### src/rtl/id_ex_forward_stage.sv
// ID/EX pipeline register with operand forwarding, stall/flush bubble insertion
// and a stall run-length monitor that raises a sticky stall_timeout.
// Optional feature: define STALL_PERF_EN to add the stall_total performance counter.
module id_ex_forward_stage #(
    parameter int unsigned DATA_W    = 8,
    parameter int unsigned MAX_STALL = 15
) (
    input  logic              clk,
    input  logic              rst_n,
    input  logic              stall,
    input  logic              flush,
    input  logic [1:0]        forward_a,
    input  logic [1:0]        forward_b,
    input  logic [DATA_W-1:0] rf_rs_data,
    input  logic [DATA_W-1:0] rf_rt_data,
    input  logic [DATA_W-1:0] ex_result,
    input  logic [DATA_W-1:0] mem_result,
    input  logic [DATA_W-1:0] wb_result,
    input  logic              id_valid,
    input  logic [1:0]        id_rd,
    input  logic              id_reg_write,
    input  logic              id_mem_read,
    output logic              if_id_hold,
    output logic [DATA_W-1:0] ex_op_a,
    output logic [DATA_W-1:0] ex_op_b,
    output logic [1:0]        ex_rd,
    output logic              ex_reg_write,
    output logic              ex_mem_read,
    output logic              ex_valid,
    output logic              stall_timeout
`ifdef STALL_PERF_EN
    ,
    output logic [15:0]       stall_total
`endif
);

    typedef enum logic [1:0] {StRun, StStall, StFault} state_e;

    localparam logic [7:0] MaxStallC = 8'(MAX_STALL);

    logic [DATA_W-1:0] op_a_mux, op_b_mux;
    logic [DATA_W-1:0] ex_op_a_d, ex_op_a_q, ex_op_b_d, ex_op_b_q;
    logic [1:0]        ex_rd_d, ex_rd_q;
    logic              ex_reg_write_d, ex_reg_write_q;
    logic              ex_mem_read_d, ex_mem_read_q;
    logic              ex_valid_d, ex_valid_q;
    logic              stall_eff;
    state_e            state_d, state_q;
    logic [7:0]        run_d, run_q, run_inc;
    logic              timeout_d, timeout_q;

    // Flush wins over stall, so a flushed stall neither holds IF/ID nor counts as a stall.
    assign stall_eff  = stall & ~flush;
    assign if_id_hold = stall_eff;

    // Forwarding muxes for both operands.
    always_comb begin
        case (forward_a)
            2'b00:   op_a_mux = rf_rs_data;
            2'b11:   op_a_mux = ex_result;
            2'b01:   op_a_mux = mem_result;
            default: op_a_mux = wb_result;
        endcase
        case (forward_b)
            2'b00:   op_b_mux = rf_rt_data;
            2'b11:   op_b_mux = ex_result;
            2'b01:   op_b_mux = mem_result;
            default: op_b_mux = wb_result;
        endcase
    end

    // EX register next state: flush bubble > stall bubble (payload held) > capture.
    always_comb begin
        ex_op_a_d      = ex_op_a_q;
        ex_op_b_d      = ex_op_b_q;
        ex_rd_d        = ex_rd_q;
        ex_reg_write_d = 1'b0;
        ex_mem_read_d  = 1'b0;
        ex_valid_d     = 1'b0;
        if (flush) begin
            ex_op_a_d = '0;
            ex_op_b_d = '0;
            ex_rd_d   = '0;
        end else if (!stall) begin
            ex_op_a_d      = op_a_mux;
            ex_op_b_d      = op_b_mux;
            ex_rd_d        = id_rd;
            ex_valid_d     = id_valid;
            ex_reg_write_d = id_valid & id_reg_write;
            ex_mem_read_d  = id_valid & id_mem_read;
        end
    end

    // Stall monitor next state; FAULT only observes, the pipeline is unaffected.
    always_comb begin
        run_inc   = (run_q == 8'hFF) ? run_q : run_q + 8'd1;
        state_d   = state_q;
        run_d     = run_q;
        timeout_d = timeout_q;
        case (state_q)
            StRun: begin
                if (stall_eff) begin
                    run_d = 8'd1;
                    if (8'd1 >= MaxStallC) begin
                        state_d   = StFault;
                        timeout_d = 1'b1;
                    end else begin
                        state_d = StStall;
                    end
                end
            end
            StStall: begin
                if (stall_eff) begin
                    run_d = run_inc;
                    if (run_inc >= MaxStallC) begin
                        state_d   = StFault;
                        timeout_d = 1'b1;
                    end
                end else begin
                    run_d   = 8'd0;
                    state_d = StRun;
                end
            end
            StFault: begin
                timeout_d = 1'b1;
                run_d     = stall_eff ? run_inc : 8'd0;
            end
            default: begin
                state_d = StRun;
                run_d   = 8'd0;
            end
        endcase
    end

    // All state registers with synchronous active-low reset.
    always_ff @(posedge clk) begin
        if (!rst_n) begin
            ex_op_a_q      <= '0;
            ex_op_b_q      <= '0;
            ex_rd_q        <= '0;
            ex_reg_write_q <= 1'b0;
            ex_mem_read_q  <= 1'b0;
            ex_valid_q     <= 1'b0;
            state_q        <= StRun;
            run_q          <= 8'd0;
            timeout_q      <= 1'b0;
        end else begin
            ex_op_a_q      <= ex_op_a_d;
            ex_op_b_q      <= ex_op_b_d;
            ex_rd_q        <= ex_rd_d;
            ex_reg_write_q <= ex_reg_write_d;
            ex_mem_read_q  <= ex_mem_read_d;
            ex_valid_q     <= ex_valid_d;
            state_q        <= state_d;
            run_q          <= run_d;
            timeout_q      <= timeout_d;
        end
    end

    assign ex_op_a       = ex_op_a_q;
    assign ex_op_b       = ex_op_b_q;
    assign ex_rd         = ex_rd_q;
    assign ex_reg_write  = ex_reg_write_q;
    assign ex_mem_read   = ex_mem_read_q;
    assign ex_valid      = ex_valid_q;
    assign stall_timeout = timeout_q;

`ifdef STALL_PERF_EN
    logic [15:0] stall_total_d, stall_total_q;

    // Saturating count of effective stall cycles.
    always_comb begin
        stall_total_d = stall_total_q;
        if (stall_eff && stall_total_q != 16'hFFFF) begin
            stall_total_d = stall_total_q + 16'd1;
        end
    end

    // Performance counter register.
    always_ff @(posedge clk) begin
        if (!rst_n) begin
            stall_total_q <= 16'd0;
        end else begin
            stall_total_q <= stall_total_d;
        end
    end

    assign stall_total = stall_total_q;
`endif

endmodule
### config.mk
export PLATFORM = sky130hd
export DESIGN_NAME = id_ex_forward_stage
export DESIGN_NICKNAME = d
export VERILOG_FILES = /design/src/rtl/id_ex_forward_stage.sv
export SDC_FILE = /design/constraint.sdc
export NUM_CORES = 1
export LEC_CHECK = 0
export CORE_MARGIN = 4
export CORE_UTILIZATION = 43
export CTS_CLUSTER_DIAMETER = 100
export CTS_CLUSTER_SIZE = 8
export DETAILED_ROUTE_END_ITERATION = 10
export GPL_TIMING_DRIVEN = 0
export PLACE_DENSITY = 0.81
export SYNTH_ARGS = -nofsm -noshare
export SYNTH_HDL_FRONTEND = slang
export SYNTH_SLANG_ARGS = --single-unit
export TNS_END_PERCENT = 1
### constraint.sdc
create_clock -name clk -period 2.2 [get_ports clk]
set_input_delay 0.33 -clock clk [delete_from_list [all_inputs] [get_ports clk]]
set_output_delay 0.33 -clock clk [all_outputs]
set_load 0.05 [all_outputs]
# After elaboration in Yosys (flattened, before gate mapping)
# Index checks and enable logic that the tools add are counted.
# totals
register_bits	32
latchBits	0
ramBits	0
romBits	0
output_inout_bits	23
memories	0
# op_classes
addsub	1
multipliers	0
n_div	0
magnitude_cmp	1
n_eq_ne	11
shift	0
mux	13
bitwise	6
n_reduce_logical	9
# ops
op	n
8-bit case mux with 3 select lines	2
8-bit two-way mux	3
8-bit case mux with 2 select lines	1
8-bit by 1-bit adder with 8-bit output, second input constant	1
8-bit equality test, second input constant	1
8-bit by 4-bit greater-or-equal comparator with 1-bit output, second input constant	1
2-bit by 1-bit equality test with 1-bit output, second input constant	3
2-bit equality test, second input constant	3
2-bit logical NOT	3
2-bit two-way mux	3
2-bit != test, second input constant	3
2-bit case mux with 3 select lines	1
3-bit AND reduction	2
2-bit OR reduction	2
1-bit bitwise AND	3
3-bit != test, second input constant	1
1-bit inverter	3
3-bit OR reduction	1
1-bit two-way mux	2
1-bit case mux with 2 select lines	1
2-bit nonzero test	1

# Logic depth before layout (Yosys ltp)
# logic_depth
depth_word	6
mapped_depth	7
depth_no_buf	6

# Worst setup path after synthesis
# No wires, ideal clock.
# synth_path
kind	flip-flop to flip-flop
startpoint	register run_q[0]
endpoint	register run_q[0]
setup_ns	0.119
arrival_ns	1.527
setup_slack_ns	0.554
path_stages_with_launch	6
path_buffers	0
period_less_slack_ns	1.646
path_cell_list	dfxtp_1 -> ha_1 -> nand3_1 -> or3_4 -> a2bb2oi_1 -> o221a_2
# synth_between
elab_chain_len	4
word_cells_on_any_way	5
# synth_lines
element	line_no	source
start, declared	49	logic [7:0] run_d, run_q, run_inc;
start signal, assigned	155	run_q <= run_d;
8-bit by 1-bit adder with 8-bit output or 8-bit equality test (tied branches)	96	run_inc = (run_q == 8'hFF) ? run_q : run_q + 8'd1;
8-bit two-way mux (*)	96	
8-bit two-way mux (*)	113, 126	
8-bit case mux with 2 select lines (*)	100	case (state_q)
# Every way passes the cells marked *; elsewhere a longest branch is shown, timed or not.
# A chain may end at the register's enable or synchronous reset.

# Worst setup path after layout
# layout_path
startpoint	input flush
endpoint	output if_id_hold
# layout_between
elab_chain_len	2
# layout_lines
element	line_no	source
start, declared	11	input logic flush,
1-bit inverter	53	assign stall_eff = stall & ~flush;
1-bit bitwise AND	53	
end, declared	23	output logic if_id_hold,
# Every way passes these cells.

==> flow_summary.toml <==
[status]
status = "finished clean"

[grt]
grt_max_degree = 11
grt_use_total = 0.1940
grt_pass1_wl_um = 7935
antenna_found_initial = 0
gr-total-overflow = 0
grt_pass1_vias = 1798

[yosys]
yosysSeqAreaShare = 0.3526
synth_top_cells_by_count = "dfxtp_1 (32), nor2_1 (23), mux2i_1 (18), mux4_2 (16), a21oi_1 (7)"
netlist.area_leader.share = 0.3526
ys_warn_count = 0
ys_ff_latch = 32
synth.largest_area_cell = "dfxtp_1"
synthCells = 171
synth_area_mm2 = 0.001817
yosysMostFrequentCell = "dfxtp_1"
synth_edf_count = 0
syn_area_per_cell_um2 = 10.62
synthArstFlopShare = 0
ys.flop_type = "dfxtp_1"
synthesis.nets = 229
synth_area_leaders = "dfxtp_1 (35%), mux4_2 (20%), mux2i_1 (9.9%)"
ys_types = 40

[clock_network]
cts_buffer_depth = 2
h-tree-depth = 2
clkTransAtPathRegs_ns = 0.06
clock-root-buffer = "clkbuf_8"
cts_tree = "done"
clock_sinks = 32
clock_latency_ns = 0.28
postCtsHoldBufs = 0
cts_made_buffers = 5

[drt]
totalWireLength_um = 4816
first_iter_violations = 84
routedWlPerCell_um = 16.11
vias = 1691
drc = 0
drtPass1Iterations = 4
antenna_left = 0
viasPerCell = 5.656

[timing]
setup_viol = 0
max_freq_mhz = 506.9
timing.slew.headroom = 0.6372
tightest_slew_ns = 0.5419
drv_slew = 0
fin_skew_ns = 0.003079
rsz0062_at_grt = "no"
finalSetupTns_ns = 0
min_period_ns = 1.973
timing.hold.ws_ns = 0.4980
hold_viol_final = 0
fin_crit_sh = 0.8966

[power]
max-vdd-ir-drop_uv = 244.6
power_uw = 1441
powerDensity_mw_per_mm2 = 536.6
leakagePower_uw = 0.001014

[critical_path]
reg2reg_depth = 5
cp-endpoint = "if_id_hold"
rrSetupSlack_ns = 0.36
required_ns = 1.87
start_kind = "input pin"
crit_fanout = 6
worstSetupPathType = "in2out"
end_kind = "primary output"
reg2reg_to = "state_q[0]$_SDFFE_PN0P_"
arrival_ns = 1.64
critPathLaunch = "flush"
timing.rr.start = "run_q[0]$_SDFFE_PN0P_"

[placement]
place_congestion = 0.8228
io_buffers = 71
dp_hpwl_um = 3899

[floorplanning]
io_pins = 76
rows = 23
die-area_mm2 = 0.005329
fp.dieW_um = 73
start_util = 0.4477
die_y_um = 73
core_area_mm2 = 0.004058

[cells_and_area]
multi_input_area_mm2 = 0.001101
area_delta_synth_final_pct = 47.80
layout-drive-gt1-share = 0.1486
num_antenna_cells = 0
nets = 307
fillCellCount = 317
seqCellArea_um2 = 640.6

[run]
drv_cap = 0

[worst_hold_path]
hold_class = "reg2reg"
-- placed cells by master, fill, tap and decap left out, types with 4 or more instances in the layout --
| cell type | count |
|---|---|
| a21oi_1 | 7 |
| buf_2 | 6 |
| clkbuf_1 | 5 |
| clkbuf_8 | 7 |
| clkdlybuf4s50_1 | 70 |
| dfxtp_1 | 32 |
| ha_1 | 5 |
| inv_1 | 6 |
| mux2i_1 | 18 |
| mux4_2 | 16 |
| nand3_1 | 4 |
| nor2_1 | 23 |
| o21ai_0 | 5 |
| o221a_2 | 4 |
-- cell type report --
type,instances,area share
multi-input combinational,121,0.4101
timing repair buffer,71,0.2642
sequential,32,0.2386
tap,50,0.02330
buffer,12,0.01957
clock buffer,7,0.03588
inverter,6,0.008388
-- critical path, stage by stage --
cell and delay, ns:
clkdlybuf4s50_1 0.43, nand2b_1 0.24, inv_1 0.11, dlygate4sd2_1 0.53
-- report_power, final --
part | internal (uW) | switching [uW]
registers | 598 | 13.2
clock network | 278 | 207
logic | 187 | 157
-- metrics by stage --
stage / util / area (um^2) / setup WS [ns] / instances
after global routing: 0.6617 / 2685 / 0.1735 / 299
final: 0.6617 / 2685 / 0.2274 / 299
after floorplan: - / 1817 / 0.5540 / 171
after global placement: 0.6383 / 2590 / -0.04243 / 292
after detailed placement: 0.6383 / 2590 / -0.04217 / 292
after CTS: 0.6617 / 2685 / 0.2297 / 299
-- layer usage --
metal | up-vias | track usage | part of all wire
li1 | 803 | - | -
met1 | 789 | 0.2062 | 0.38
met2 | 88 | 0.3267 | 0.48
met3 | 11 | 0.09642 | 0.12
met4 | 0 | 0.07582 | 0.022
met5 | - | 0 | 0
-- flip-flops by register name, summed over array words and instances (netlist names) --
name	cells
stall_timeout	1
ex_rd	2
run_q	8
state_q	2
ex_mem_read	1
ex_valid	1
ex_reg_write	1
ex_op_b	8
ex_op_a	8
-- how the worst min path moves through the flow --
stage / startpoint / to / slack (ns) / cells after the start
5_1_grt: ex_op_a[3]$_SDFFE_PP0N_ / ex_op_a[3]$_SDFFE_PP0N_ / 0.54 / 2
3_3_place_gp: ex_op_b[3]$_SDFFE_PP0N_ / ex_op_b[3]$_SDFFE_PP0N_ / 0.47 / 2
2_1_floorplan: id_mem_read / ex_mem_read$_SDFF_PP0_ / 0.45 / 1
3_5_place_dp: ex_op_a[3]$_SDFFE_PP0N_ / ex_op_a[3]$_SDFFE_PP0N_ / 0.49 / 2
6_report: ex_op_a[3]$_SDFFE_PP0N_ / ex_op_a[3]$_SDFFE_PP0N_ / 0.50 / 2
4_1_cts: ex_op_a[3]$_SDFFE_PP0N_ / ex_op_a[3]$_SDFFE_PP0N_ / 0.50 / 2
-- kinds of logic after synthesis --
family	Yosys count	synth area share
compound gates	30	0.1171
buf+inv	18	0.04132
flops	32	0.3526
simple gates	51	0.1522
xor+xnor	1	0.004822
mux	34	0.2975
fa+ha+maj	5	0.03444
-- repair_timing --
action | 4_1_cts | 5_1_grt
hold endpoints to repair | 0 | 0
gates resized for setup | 1 | 0
setup buffers | 0 | 0
endpoints found under the setup margin | 1 | 0
(Power assumes the default switching activity.)
